**src/rtl/arb_pkg.sv**
```systemverilog
// Shared constants and FSM state encoding for the four-way round-robin arbiter.
package arb_pkg;
  localparam int NREQ  = 4;
  localparam int IDX_W = 2;

  typedef enum logic {
    IDLE  = 1'b0,
    GRANT = 1'b1
  } state_t;
endpackage

```
**src/rtl/rr_pick4.sv**
```systemverilog
// Combinational round-robin pick: first set request bit after last_idx, wrapping,
// so the previous holder is searched last.
module rr_pick4
  import arb_pkg::*;
(
  input  logic [NREQ-1:0]  req,
  input  logic [IDX_W-1:0] last_idx,
  output logic [IDX_W-1:0] win_idx,
  output logic             any_req
);

  logic [IDX_W-1:0] cand;
  logic             found;

  assign any_req = |req;

  always_comb begin
    win_idx = '0;
    cand    = '0;
    found   = 1'b0;
    // Offset NREQ truncates to zero, so last_idx itself is the final candidate.
    for (int k = 1; k <= NREQ; k++) begin
      cand = last_idx + IDX_W'(k);
      if (!found && req[cand]) begin
        win_idx = cand;
        found   = 1'b1;
      end
    end
  end

endmodule

```
**src/rtl/rr_arbiter4.sv**
```systemverilog
// Four-requester round-robin arbiter with grant hold limit and timeout preemption.
// gnt_idx feeds a downstream 2-to-4 decoder; gnt_valid gates its outputs.
module rr_arbiter4
  import arb_pkg::*;
#(
  parameter int HOLD_MAX = 8
) (
  input  logic             clk,
  input  logic             rst_n,
  input  logic [NREQ-1:0]  req,
  input  logic             done,
  output logic             gnt_valid,
  output logic [IDX_W-1:0] gnt_idx,
  output logic             preempt
);

  localparam int               CNT_W    = $clog2(HOLD_MAX + 1);
  localparam logic [CNT_W-1:0] LAST_CNT = CNT_W'(HOLD_MAX - 1);

  state_t           state_reg, state_next;
  logic [IDX_W-1:0] gnt_idx_reg, gnt_idx_next;
  logic [IDX_W-1:0] last_idx_reg, last_idx_next;
  logic [CNT_W-1:0] hold_cnt_reg, hold_cnt_next;
  logic             final_reg, final_next;

  logic [IDX_W-1:0] pick_last;
  logic [IDX_W-1:0] win_idx;
  logic             any_req;
  logic             holder_req;
  logic             grant_end;

  // During a grant the holder becomes the new last_idx at grant end, so the
  // same-cycle pick must already search from the holder.
  assign pick_last  = (state_reg == GRANT) ? gnt_idx_reg : last_idx_reg;
  assign holder_req = req[gnt_idx_reg];
  assign grant_end  = done || !holder_req || (hold_cnt_reg == LAST_CNT);

  rr_pick4 u_pick (
    .req      (req),
    .last_idx (pick_last),
    .win_idx  (win_idx),
    .any_req  (any_req)
  );

  always_comb begin
    state_next    = state_reg;
    gnt_idx_next  = gnt_idx_reg;
    last_idx_next = last_idx_reg;
    hold_cnt_next = hold_cnt_reg;
    unique case (state_reg)
      IDLE: begin
        if (any_req) begin
          state_next    = GRANT;
          gnt_idx_next  = win_idx;
          hold_cnt_next = '0;
        end
      end
      GRANT: begin
        if (grant_end) begin
          last_idx_next = gnt_idx_reg;
          hold_cnt_next = '0;
          if (any_req) begin
            gnt_idx_next = win_idx;
          end else begin
            state_next = IDLE;
          end
        end else begin
          hold_cnt_next = hold_cnt_reg + CNT_W'(1);
        end
      end
      default: state_next = IDLE;
    endcase
    final_next = (state_next == GRANT) && (hold_cnt_next == LAST_CNT);
  end

  always_ff @(posedge clk or negedge rst_n) begin
    if (!rst_n) begin
      state_reg    <= IDLE;
      gnt_idx_reg  <= '0;
      last_idx_reg <= IDX_W'(NREQ - 1);
      hold_cnt_reg <= '0;
      final_reg    <= 1'b0;
    end else begin
      state_reg    <= state_next;
      gnt_idx_reg  <= gnt_idx_next;
      last_idx_reg <= last_idx_next;
      hold_cnt_reg <= hold_cnt_next;
      final_reg    <= final_next;
    end
  end

  assign gnt_valid = (state_reg == GRANT);
  assign gnt_idx   = gnt_idx_reg;
  // The registered timeout flag is qualified by same-cycle done/drop, which win.
  assign preempt   = final_reg && !done && holder_req;

endmodule

```
**config.mk**
```make
export PLATFORM = sky130hd
export DESIGN_NAME = rr_arbiter4
export DESIGN_NICKNAME = d
export VERILOG_FILES = /design/src/rtl/arb_pkg.sv /design/src/rtl/rr_pick4.sv /design/src/rtl/rr_arbiter4.sv
export SDC_FILE = /design/constraint.sdc
export NUM_CORES = 1
export LEC_CHECK = 0
export BUFFER_PORTS_ARGS = -buffer_cell sky130_fd_sc_hd__buf_2
export CAP_MARGIN = 20
export CORE_MARGIN = 2
export CORE_UTILIZATION = 30
export DETAILED_ROUTE_END_ITERATION = 12
export SETUP_SLACK_MARGIN = 0.05
export SLEW_MARGIN = 20
export SYNTH_ARGS = -nofsm -noshare
export SYNTH_HDL_FRONTEND = slang
export SYNTH_SLANG_ARGS = --single-unit
```
**constraint.sdc**
```tcl
create_clock -name clk -period 4.2 [get_ports clk]
set_input_delay 1.26 -clock clk [delete_from_list [all_inputs] [get_ports clk]]
set_output_delay 1.26 -clock clk [all_outputs]
set_load 0.05 [all_outputs]
```
# Word level (Yosys, flattened, before mapping)

Index checks and enable logic that the tools add are counted.

$add $sub $neg: 4
Order comparisons: 5
Equality and inequality tests: 3
Mux-type cells: 27
Bitwise gates (word level): 1
Reduce and logical (&&, ||, !) cells: 15

Operator list:

| cell                | number |
|---|---|
| $lt 2x3->1 const B  | 5 |
| $mux 2              | 7 |
| $bmux 1 s2          | 5 |
| $mux 1              | 10 |
| $eq 4x3->1 const B  | 2 |
| $mux 4              | 2 |
| $pmux 4 s2          | 1 |
| $logic_and 1x1->1   | 6 |
| $logic_not 1->1     | 5 |
| $add 2x2->2 const B | 2 |
| $add 4x1->4 const B | 1 |
| $pmux 2 s2          | 1 |
| $reduce_or 4->1     | 1 |
| $add 2x1->2 const B | 1 |
| $logic_or 1x1->1    | 2 |
| $ne 2x1->1 const B  | 1 |
| $pmux 1 s2          | 1 |
| $reduce_and 2->1    | 1 |
| $not 1->1           | 1 |

Flip-flop bits (word level): 10
Bits of input ports: 7
Output and inout port bits: 4
Logic and storage cells: 60

# Logic depth before layout (Yosys ltp)

Depth in word-level cells: 17
Depth in mapped cells: 5

# Cells and area by module

A second synthesis with hierarchy kept.

Cells, all modules: 69
Area, all modules: 685.7 um2

Modules (own cells, without submodules):

| module      | times used | cells an instance | area an instance (um2) |
|---|---|---|---|
| rr_arbiter4 | 1          | 55                | 604.3 |
| rr_pick4    | 1          | 14                | 81.3 |

# Least setup slack after synthesis

Ideal clock, no wire load.

Path type: input to output
From: in done
To: out preempt
Data arrival time: 2.251 ns
Required time: 2.940 ns
Slack: 0.689 ns
Stages: 3
Cell sequence: or2_2 o22ai_4 and2_1

Longest elaborated chain between the ends: 3

Ends and longest elaborated chain:

| element                        | line              | text |
|---|---|---|
| from (decl)                    | rr_arbiter4.sv:11 | `input logic done,` |
| $logic_not 1->1                | rr_arbiter4.sv:95 | `assign preempt = final_reg && !done && holder_req;` |
| $logic_and 1x1->1 (2 in a row) | rr_arbiter4.sv:95 |  |
| to (decl)                      | rr_arbiter4.sv:14 | `output logic preempt` |

No other way between the ends.

# Worst setup path in the final report

Ends and elaborated chain as after synthesis.

==> flow_metrics.py <==
metrics = {
    "pwr": {
        "p_sw_uw": 172,
        "p_leak_uw": 0.000352,
        "netSwitchingFraction_pct": 39.2,
        "peakVddDrop_uv": 239,
        "power.density_nw_per_um2": 576,
        "p_int_uw": 267,
        "seqPwrFrac_pct": 36.1,
        "power_frac_clock_pct": 19.5,
        "p_comb_share_pct": 44.5,
    },
    "critical_path": {
        "reg2reg_slack_ns": 2.49,
        "criticalPathCategory": "in -> out",
        "cpPeakStageDelay_ns": 0.29,
        "reg2regPathDepth": 4,
        "r2r-start": "gnt_valid",
        "critPathSlowestCell": "or2_2",
        "start_kind": "input pin",
        "path_max_fanout": 8,
        "arrival_ns": 2.33,
        "r2r-end": "gnt_idx[0]",
        "setup.worst_path.end_class": "output port",
        "crit_top_cell": "buf_2",
        "required_ns": 2.94,
        "crit_chain": "buf_2 -> or2_2 -> o22ai_4 -> and2_1 -> buf_2",
    },
    "clock_tree": {
        "cts_buffer_depth": 2,
        "ctsHoldBuffers": 0,
        "ctsResizeCount": 0,
        "clock-sinks": 10,
        "cts-root-buf": "clkbuf_4",
        "clkSlewWorstSetupHoldPaths_ns": 0.07,
        "htreeDepth": 1,
        "cts_tree": "yes",
        "post-cts-setup-buffers": 0,
        "insertion_delay_ns": 0.27,
        "cts_buffers": 3,
    },
    "status": {
        "status": "complete, no violations",
    },
    "route": {
        "wl_per_cell_um": 11.6,
        "drcViolationCount": 0,
        "vias": 526,
        "drt_iter0_markers": 12,
        "ant_nets": 0,
        "firstDrtPassIters": 4,
        "via_per_inst": 5.01,
        "totalWireLength_mm": 1.22,
    },
    "cells_and_area": {
        "fillers": 214,
        "largest_reg_flops": 4,
        "antennaDiodeCount": 0,
        "area_growth_syn_to_layout_pct": 16.7,
        "final_cell_mix": "buf_2, nand2_1, dfrtp_1, nor2_1",
        "final_common_cell": "buf_2",
        "finalNetCount": 87,
        "fin_area_um2": 762,
        "layout-drive-gt1-share_pct": 35.9,
    },
    "timing": {
        "skew_ns": 0.00652,
        "fmax_mhz": 279,
        "setup_violations": 0,
        "worst_slew_pin_slew_ns": 0.459,
        "finalSetupTns_ns": 0,
        "slew_violations": 0,
        "maxSlewHeadroom_pct": 68.5,
        "hold_viol_final": 0,
        "period_share_pct": 85.5,
        "min_period_ns": 3.59,
        "rsz0062_at_grt": "no",
    },
    "global_routing": {
        "grt-ovfl-total": 0,
        "grt_pass1_wl_mm": 2.15,
        "grt_max_degree": 11,
        "grt_use_total_pct": 11.2,
        "antenna_found_initial": 0,
        "grt_pass1_vias": 501,
    },
    "floorplanning": {
        "io_pins": 11,
        "core-area_um2": 2000,
        "dieArea_um2": 2570,
        "initial_utilization_pct": 32.6,
        "die_w_um": 50.7,
        "rows": 16,
        "die_y_um": 50.7,
    },
    "synth": {
        "synth_xor_area_share_pct": 0,
        "syn_area_um2": 653,
        "yosysSeqAreaShare_pct": 38.7,
        "synthMuxAreaShare_pct": 13.6,
        "synth_cell_types": 29,
        "synthCells": 65,
        "yosys.area_share.simple_pct": 21.3,
        "syn_avg_cell_area_um2": 10.0,
        "synth_top_family_by_area": "simple AND/OR/NAND/NOR gates",
        "ys_ff_latch": 10,
        "synthesis.nets": 73,
        "synth_compound_area_share_pct": 20.5,
        "synthAdderAreaFrac_pct": 1.92,
        "yosysWarningCount": 0,
    },
    "place": {
        "gp_congestion": 0.719,
        "portBuffers": 10,
        "dp.final_hpwl_um": 963,
        "placed_area_um2": 726,
    },
    "hold_path": {
        "hp-start": "hold_cnt_reg[1]",
        "min_to": "hold_cnt_reg[1]",
        "worstHoldPathCells": 2,
        "min_path_type": "reg -> reg",
    },
    "job": {
        "drv_cap": 0,
    },
}
-- worst max-delay path by stage --
stage / slack [ns] / start / depth (start not counted) / end
after floorplan: 0.69 / done / 3 / preempt
after global placement: 0.61 / done / 5 / preempt
after detailed placement: 0.61 / done / 5 / preempt
after CTS: 0.61 / done / 5 / preempt
after global routing: 0.55 / done / 5 / preempt
final: 0.61 / done / 5 / preempt
-- cells in the mapped netlist, drive strengths merged --
library cell | count | area [µm²]
and2 | 3 | 20.0
o2bb2ai | 1 | 8.76
nand3b | 2 | 15.0
o21ai | 4 | 20.0
buf | 1 | 11.3
o211ai | 2 | 15.0
or4 | 1 | 11.3
nand2b | 2 | 12.5
dfstp | 2 | 52.6
nor2 | 5 | 18.8
or2 | 1 | 6.26
a21boi | 2 | 30.0
nor2b | 2 | 12.5
a21oi | 1 | 5.00
and3 | 1 | 7.51
dfrtp | 8 | 200
o32ai | 2 | 17.5
nand2 | 8 | 30.0
mux2 | 4 | 48.8
ha | 1 | 12.5
inv | 4 | 15.0
o22ai | 1 | 20.0
nand3 | 1 | 5.00
a31oi | 1 | 6.26
mux2i | 4 | 40.0
a221o | 1 | 11.3
-- kinds of logic (layout without fill, tap and decap cells) --
kind of cell | Yosys count | in the layout
simple gates | 26 | 26
compound gates | 15 | 15
flops | 10 | 10
mux | 8 | 8
buf+inv | 5 | 18
fa+ha+maj | 1 | 1
-- power by group through the flow --
stage | clock network [µW] | logic [µW] | registers (µW)
2_1_floorplan | 0 | 125 | 188
3_3_place_gp | 0 | 195 | 158
3_5_place_dp | 0 | 197 | 159
4_1_cts | 87.0 | 197 | 158
5_1_grt | 92.4 | 216 | 163
6_report | 85.6 | 195 | 158
-- metal layers --
metal  track usage, %  vias up  part of all wire (%)
li1                 -      260                     -
met1             14.2      246                    48
met2             17.5       15                    44
met3             2.08        5                   5.0
met4             6.76        0                   2.8
met5                0        -                     0
-- critical path: cells and delay by family --
kind | cells | cell delay (ns)
and+or+nand+nor | 2 | 0.46
buffers and inverters | 2 | 0.35
AOI/OAI and AO/OA | 1 | 0.26
-- stage by stage --
stage / total power [µW] / setup WS [ns] / hold WS (ns) / util [%] / std cells
floorplan: 313 / 0.689 / 0.475 / - / 65
global placement: 353 / 0.611 / 0.501 / 36.3 / 101
detailed placement: 356 / 0.605 / 0.517 / 36.3 / 101
CTS: 442 / 0.605 / 0.534 / 38.1 / 105
global route: 471 / 0.551 / 0.555 / 38.1 / 105
finish: 439 / 0.611 / 0.525 / 38.1 / 105
-- area by class of cell --
class                           instances  area [µm²]  share of cell area, %
Multi-Input combinational cell         50         374                   49.1
Sequential cell                        10         253                   33.2
Clock buffer                            4        36.3                   4.76
Inverter                                4        15.0                   1.97
Tap cell                               27        33.8                   4.43
Timing Repair Buffer                   10        50.0                   6.57
Power figures use the tool's default switching activity.
